[config.mk]
export PLATFORM = sky130hd
export DESIGN_NAME = fifo_rd_packer
export DESIGN_NICKNAME = d
export VERILOG_FILES = /design/src/rtl/fifo_rd_packer.sv
export SDC_FILE = /design/constraint.sdc
export NUM_CORES = 1
export LEC_CHECK = 0
export CAP_MARGIN = 5
export CORE_MARGIN = 3
export CORE_UTILIZATION = 55
export CTS_BUF_LIST = sky130_fd_sc_hd__clkbuf_4 sky130_fd_sc_hd__clkbuf_8
export DETAILED_ROUTE_END_ITERATION = 8
export HOLD_SLACK_MARGIN = 0.02
export PLACE_DENSITY = 0.82
export SYNTH_ARGS = -nofsm -noshare
export SYNTH_HDL_FRONTEND = slang
export SYNTH_SLANG_ARGS = --single-unit
export TNS_END_PERCENT = 20
[constraint.sdc]
create_clock -name rd_clk_i -period 3.7 [get_ports rd_clk_i]
set_clock_uncertainty 0.15 [all_clocks]
set_input_delay 0.925 -clock rd_clk_i [delete_from_list [all_inputs] [get_ports rd_clk_i]]
set_output_delay 0.925 -clock rd_clk_i [all_outputs]
set_load 0.03 [all_outputs]
[src/rtl/fifo_rd_packer.sv]
// Drains bytes from an async_fifo read port and packs PACK lanes per word onto a valid/ready stream.
// Lane 0 fills one cycle after its rd_en_o; output stalls hold the full accumulator; FIFO_RD_PACKER_TIMEOUT_EN enables idle auto-flush.
module fifo_rd_packer #(
    parameter int WIDTH   = 8,
    parameter int PACK    = 4,
    parameter int TMO_CYC = 16
) (
    input  logic                    rd_clk_i,
    input  logic                    rst_i,
    input  logic                    empty_i,
    output logic                    rd_en_o,
    input  logic [WIDTH-1:0]        rdata_i,
    output logic                    out_valid_o,
    input  logic                    out_ready_i,
    output logic [PACK*WIDTH-1:0]   out_data_o,
    output logic [PACK-1:0]         out_keep_o,
    input  logic                    flush_i,
    output logic                    flush_done_o,
    output logic [15:0]             word_cnt_o
);
    localparam int CW = $clog2(PACK + 1);
    localparam logic [CW-1:0] PACK_C = CW'(PACK);

    typedef enum logic [1:0] {FILL, HOLD, FLUSH, FLUSH_WAIT} state_t;

    state_t                         state, state_nx;
    logic [CW-1:0]                  cnt, cnt_n, cnt_sum;
    logic                           rd_pend;
    logic [PACK-1:0][WIDTH-1:0]     acc, acc_cap;
    logic [PACK-1:0]                part_keep, keep_n;
    logic                           load, slot_free, flush_req, tmo_hit;
    logic                           quiet, quiet_n, done;

    assign cnt_sum   = cnt + CW'(rd_pend);
    assign slot_free = !out_valid_o || out_ready_i;
    assign flush_req = flush_i || tmo_hit;

    // Gated by rst_i so no read is requested while the FIFO is held in reset.
    assign rd_en_o      = !rst_i && !empty_i && (state == FILL) && (cnt_sum < PACK_C);
    assign flush_done_o = done;

`ifdef FIFO_RD_PACKER_TIMEOUT_EN
    localparam int TW = $clog2(TMO_CYC + 1);
    logic [TW-1:0] idle_cnt;
    logic          idle;

    assign idle    = (state == FILL) && (cnt != '0) && !rd_en_o;
    assign tmo_hit = idle && (idle_cnt == TW'(TMO_CYC - 1));

    always_ff @(posedge rd_clk_i or posedge rst_i) begin
        if (rst_i) begin
            idle_cnt <= '0;
        end else if (!idle) begin
            idle_cnt <= '0;
        end else if (!tmo_hit) begin
            idle_cnt <= idle_cnt + TW'(1);
        end
    end
`else
    assign tmo_hit = 1'b0;
`endif

    always_comb begin
        acc_cap   = acc;
        part_keep = '0;
        for (int i = 0; i < PACK; i++) begin
            if (rd_pend && (cnt == CW'(i))) begin
                acc_cap[i] = rdata_i;
            end
            part_keep[i] = (CW'(i) < cnt);
        end
    end

    always_comb begin
        state_nx = state;
        cnt_n    = cnt_sum;
        load     = 1'b0;
        keep_n   = '1;
        quiet_n  = quiet;
        done     = 1'b0;
        case (state)
            FILL, HOLD: begin
                if (cnt_sum == PACK_C) begin
                    if (slot_free) begin
                        load     = 1'b1;
                        cnt_n    = '0;
                        state_nx = FILL;
                    end else begin
                        state_nx = HOLD;
                    end
                end
                // A timeout-triggered flush completes silently.
                if (flush_req) begin
                    state_nx = FLUSH;
                    quiet_n  = !flush_i;
                end
            end
            FLUSH: begin
                if (!rd_pend) begin
                    if (cnt == '0) begin
                        done     = !quiet;
                        state_nx = FILL;
                    end else if (slot_free) begin
                        load     = 1'b1;
                        keep_n   = part_keep;
                        cnt_n    = '0;
                        state_nx = FLUSH_WAIT;
                    end
                end
            end
            FLUSH_WAIT: begin
                if (out_valid_o && out_ready_i) begin
                    done     = !quiet;
                    state_nx = FILL;
                end
            end
            default: state_nx = FILL;
        endcase
    end

    always_ff @(posedge rd_clk_i or posedge rst_i) begin
        if (rst_i) begin
            state       <= FILL;
            cnt         <= '0;
            rd_pend     <= 1'b0;
            acc         <= '0;
            quiet       <= 1'b0;
            out_valid_o <= 1'b0;
            out_data_o  <= '0;
            out_keep_o  <= '0;
            word_cnt_o  <= '0;
        end else begin
            state   <= state_nx;
            cnt     <= cnt_n;
            rd_pend <= rd_en_o;
            quiet   <= quiet_n;
            acc     <= load ? '0 : acc_cap;
            if (load) begin
                out_valid_o <= 1'b1;
                out_data_o  <= acc_cap;
                out_keep_o  <= keep_n;
            end else if (out_ready_i) begin
                out_valid_o <= 1'b0;
            end
            word_cnt_o <= word_cnt_o + 16'(out_valid_o && out_ready_i);
        end
    end
endmodule

Yosys cells after proc, flatten, opt, wreduce, memory -nomap -nowiden:

Cells that the tools add are included.
Widths: inputs -> output; s select.

* register bits: 92
* output and inout port bits: 55

* add/subtract/negate cells: 2
* magnitude comparators: 5
* eq/ne operators: 11
* mux-type cells: 33
* reduce and logical (&&, ||, !) cells: 20

Operators by type and width (number)
* $mux 32: 1
* $mux 8: 4
* $add 16x1->16: 1
* $mux 4: 4
* $mux 2: 6
* $mux 3: 4
* $mux 1: 10
* $logic_and 1x1->1: 8
* $eq 3x2->1 const B: 2
* $lt 1x3->1 const A: 2
* $lt 2x3->1 const A: 2
* $ne 3x3->1 const B: 2
* $pmux 2 s3: 1
* $pmux 3 s2: 1
* $logic_not 1->1: 5
* $eq 2x2->1 const B: 2
* $ne 2x2->1 const B: 2
* $pmux 1 s2: 2
* $reduce_and 4->1: 1
* $add 3x1->3: 1
* $eq 3x1->1 const B: 1
* $eq 3x3->1 const B: 1
* $logic_not 3->1: 1
* $lt 3x3->1 const B: 1
* other kinds (6): 6

Depth between registers and ports, before layout:

* depth in word-level cells: 7
* gate-level depth with buffers: 9

Worst setup path before layout:

No wires, ideal clock.

* path kind: input port to output port
* start point: in out_ready_i
* end point: out flush_done_o
* data arrival time: 1.830 ns
* slack: 0.795 ns
* cell stages on the path: 3
* cell sequence: and2_1 a22oi_1 nor3_1

* word-level cells in the longest chain between the ends: 3

Ends and longest elaborated chain
* start: declaration: line 14 `input logic out_ready_i,`
* $logic_and 1x1->1: line 112 `if (out_valid_o && out_ready_i) begin`
* $mux 1: line 112
* $pmux 1 s2: line 81 `case (state)`
* end: declaration: line 18 `output logic flush_done_o,`

No other way between the ends.

Final worst setup path:

* start point: reg cnt[0]
* end point: out rd_en_o

* word-level cells in the longest chain between the ends: 3

Ends and longest elaborated chain
* start: declaration: line 27 `logic [CW-1:0] cnt, cnt_n, cnt_sum;`
* start signal: assignment: line 134 `cnt <= cnt_n;`
* $add 3x1->3: line 34 `assign cnt_sum = cnt + CW'(rd_pend);`
* $lt 3x3->1: line 39 `assign rd_en_o = !rst_i && !empty_i && (state == FILL) && (cnt_sum < PACK_C);`
* $logic_and 1x1->1: line 39
* end: declaration: line 11 `output logic rd_en_o,`

No other way between the ends.

==> results.md <==
* CTS Buf Count at 9
* Post-CTS sizing at 0
* Outcome: completed
* Hold buffers post-CTS at 0
* Vias at 2446
* Max frequency at 304 MHz
* Die span in y at 90.9 um
* Post-layout min period at 3290 ps
* Worst-path cell chain: ha_1 -> ha_1 -> xnor2_2 -> nand2_1 -> nor3_1 -> dlymetal6s2s_1
* Critical-path maximum fanout at 7
* Die Area at 0.00827 mm2
* Int Pwr at 2.28 mW
* HP Start: out_keep_o[0]$_DFFE_PP0P_
* Hpwl dp at 5.34 mm
* Layout cells sized above 1 at 19.7%
* HP Class: flip-flop to flip-flop
* Syn_area_per_cell at 13.3 um2
* Number of global-route vias before repair at 2603
* Most common cell after layout, fill and taps aside: dfrtp_1
* IO Pins at 68
* Pwr/cell area at 741 mW/mm2
* Nets at 388
* Vias per cell at 5.18
* Final wirelength at 7.57 mm
* Most common flop cell mapped by yosys: dfrtp_1
* Gpl congestion at 0.862
* Max IR drop VDD at 0.468 mV
* Clock-pin slew on the worst setup and hold paths at 80 ps
* 1st-pass router iterations at 5
* Final hold vios at 0
* CTS Root Cell: clkbuf_8
* Worst Slack Setup Final at 406 ps
* CTS sink cnt at 92
* First-pass GRT wire length at 13.0 mm
* Max-slew violation count at 0
* Req. time, crit path at 2620 ps
* YS warnings at 0
* Clock group share of total power at 16.8%
* Sequential element share of the synthesized area at 58.0%
* Final period util at 89.0%
* Critical path's slowest cell: dfrtp_1
* Pin count of the biggest net entering global routing at 41
* Yosys reg bits at 92
* Post-synth cell types at 42
* Cells after Synth at 299
* Post-DRT Antenna Nets at 0
* # Post-CTS Setup Buffers at 0
* Combinational share of power at 42.7%
* Detailed router's first-iteration violation count at 114
* Worst-Skew Late Latency at 350 ps
* Die X at 90.9 um
* Clock buffer depth at 2
* RR Endpoint: out_data_o[18]$_DFFE_PP0P_
* Arr. time, crit path at 2220 ps
* Setup crit end kind: output pin
* Most frequent cells in the layout: dfrtp_1, clkdlybuf4s50_1, mux2_2
* RSZ-0062 raised after global routing: false
* Final core occ at 71.3%
* Initial core utilization at 57.4%
* EDFF count, synth at 0
* Max stage delay on crit path at 490 ps
* Worst hold path depth at 1
* Worst-Margin Slew at 719 ps
* Finished Layout Cells at 472
* Placed instance count at 456
* Final Setup Violations at 0
* Antenna Cells at 0
* Worst Reg-to-Reg Cells at 6
* Sequential power share at 40.5%
* I/O Buffers at 67
* Setup crit start kind: flip-flop
* Leakage at 2.31 nW
* Syn-to-layout area delta at 24.1%
* Sw Share at 37.5%
* Number of antenna violations at the first check in global routing at 0
* Path type of the worst setup path: flip-flop to output pin
* Worst R2R Setup Slack at 990 ps
* Total of max-cap violations at 0
* Finished Cell Area at 0.00492 mm2
* GRT Total Usage at 20.0%
* Most used cell, CP: ha_1
* Synthesized Nets at 316
* Worst Hold Path EP: out_keep_o[0]$_DFFE_PP0P_
* P_sw at 1.37 mW
* DR WL/cell at 16.0 um
* Core Region at 0.00691 mm2
* CTS tree: built
* H-tree depth at 3
* DR DRC count at 0
* Slew headroom at 51.8%
* Grt total ovfl at 0
* Reg-to-Reg Start: cnt[0]$_DFF_PP0_
* Row count at 30
* Mapped Area at 0.00397 mm2
* Post-route setup TNS at 0 ps
* Pre-CTS setup slack at 191 ps
* Synth async-reset ratio at 100%
* Area of placed instances at 0.00474 mm2
-- critical path: cells and delay by family (launching register included) --
family        cells  cell delay [ps]
buf+inv           1              340
fa+ha+maj         2              450
xor+xnor          1              240
flops             1              490
simple gates      2              350
-- Yosys cell counts, types with 2 or more instances --
cell type  instances  area share, %
nand2_1           11            1.0
mux2_2            29            8.2
mux2_4            14            5.3
xor2_1             5            1.1
dfrtp_1           92             58
nand4_1            2           0.32
nand2b_1           4           0.63
o21a_1             2           0.38
nand3_1            7           0.88
mux2i_1           22            5.6
ha_1               4            1.3
nor3_1             4           0.50
and2_1            24            3.8
buf_6              5            1.4
nor2_1            19            1.8
clkbuf_1           4           0.38
nor3_2             2           0.50
nor4_1             2           0.32
a21oi_1            2           0.25
inv_1             15            1.4
xnor2_1            9            2.0
-- cells by family after synthesis --
kind of cell | synth area share, %
DFF | 58.0
and+or+nand+nor | 12.0
muxes | 19.1
buffers and inverters | 3.85
xor gates and xnor gates | 3.50
AOI/OAI and AO/OA | 2.30
adders and majority gates | 1.26
-- per-layer routing --
layer	track usage [%]	up-vias	wire length, um
met5	0	-	0
met4	6.53	0	72
met3	4.25	5	254
met2	32.0	49	3790
met1	27.3	1227	3460
li1	-	1165	-
-- sequential cells by signal (all words and copies together), names as in the netlist --
signal,cells
word_cnt_o,16
acc,32
cnt,3
state,2
out_data_o,32
out_valid_o,1
rd_pend,1
quiet,1
out_keep_o,4
-- metrics by stage --
stage / power, mW / hold WS, ps
4_1_cts: 3.68 / 330
3_3_place_gp: 3.01 / 305
6_report: 3.65 / 324
3_5_place_dp: 3.06 / 301
5_1_grt: 3.85 / 353
2_1_floorplan: 2.54 / 330
-- power groups by stage --
stage / sequential, mW / clock (mW) / combinational [mW]
after floorplan: 1.77 / 0 / 0.773
after global placement: 1.48 / 0 / 1.53
after detailed placement: 1.50 / 0 / 1.56
after CTS: 1.48 / 0.632 / 1.57
after global routing: 1.52 / 0.674 / 1.66
final: 1.48 / 0.614 / 1.56
-- cell type report --
class	count	area (um2)
clock buffers	11	145
repair buffers	73	741
clock inverters	5	36.3
well taps	96	120
inverters	15	57.6
flip-flops and latches	92	2300
fillers	548	1990
multi-input cells	180	1520
-- worst max path at each step --
| stage | start | endpoint | slack [ps] |
|---|---|---|---|
| after floorplan | rst_i | acc[0]$_DFF_PP0_ | 230 |
| after global placement | rst_i | rd_en_o | 220 |
| after detailed placement | rst_i | rd_en_o | 190 |
| after CTS | cnt[0]$_DFF_PP0_ | rd_en_o | 90 |
| after global routing | rd_pend$_DFF_PP0_ | rd_en_o | 250 |
| final | cnt[0]$_DFF_PP0_ | rd_en_o | 410 |
Note: power is estimated with default switching activity, not from simulation.
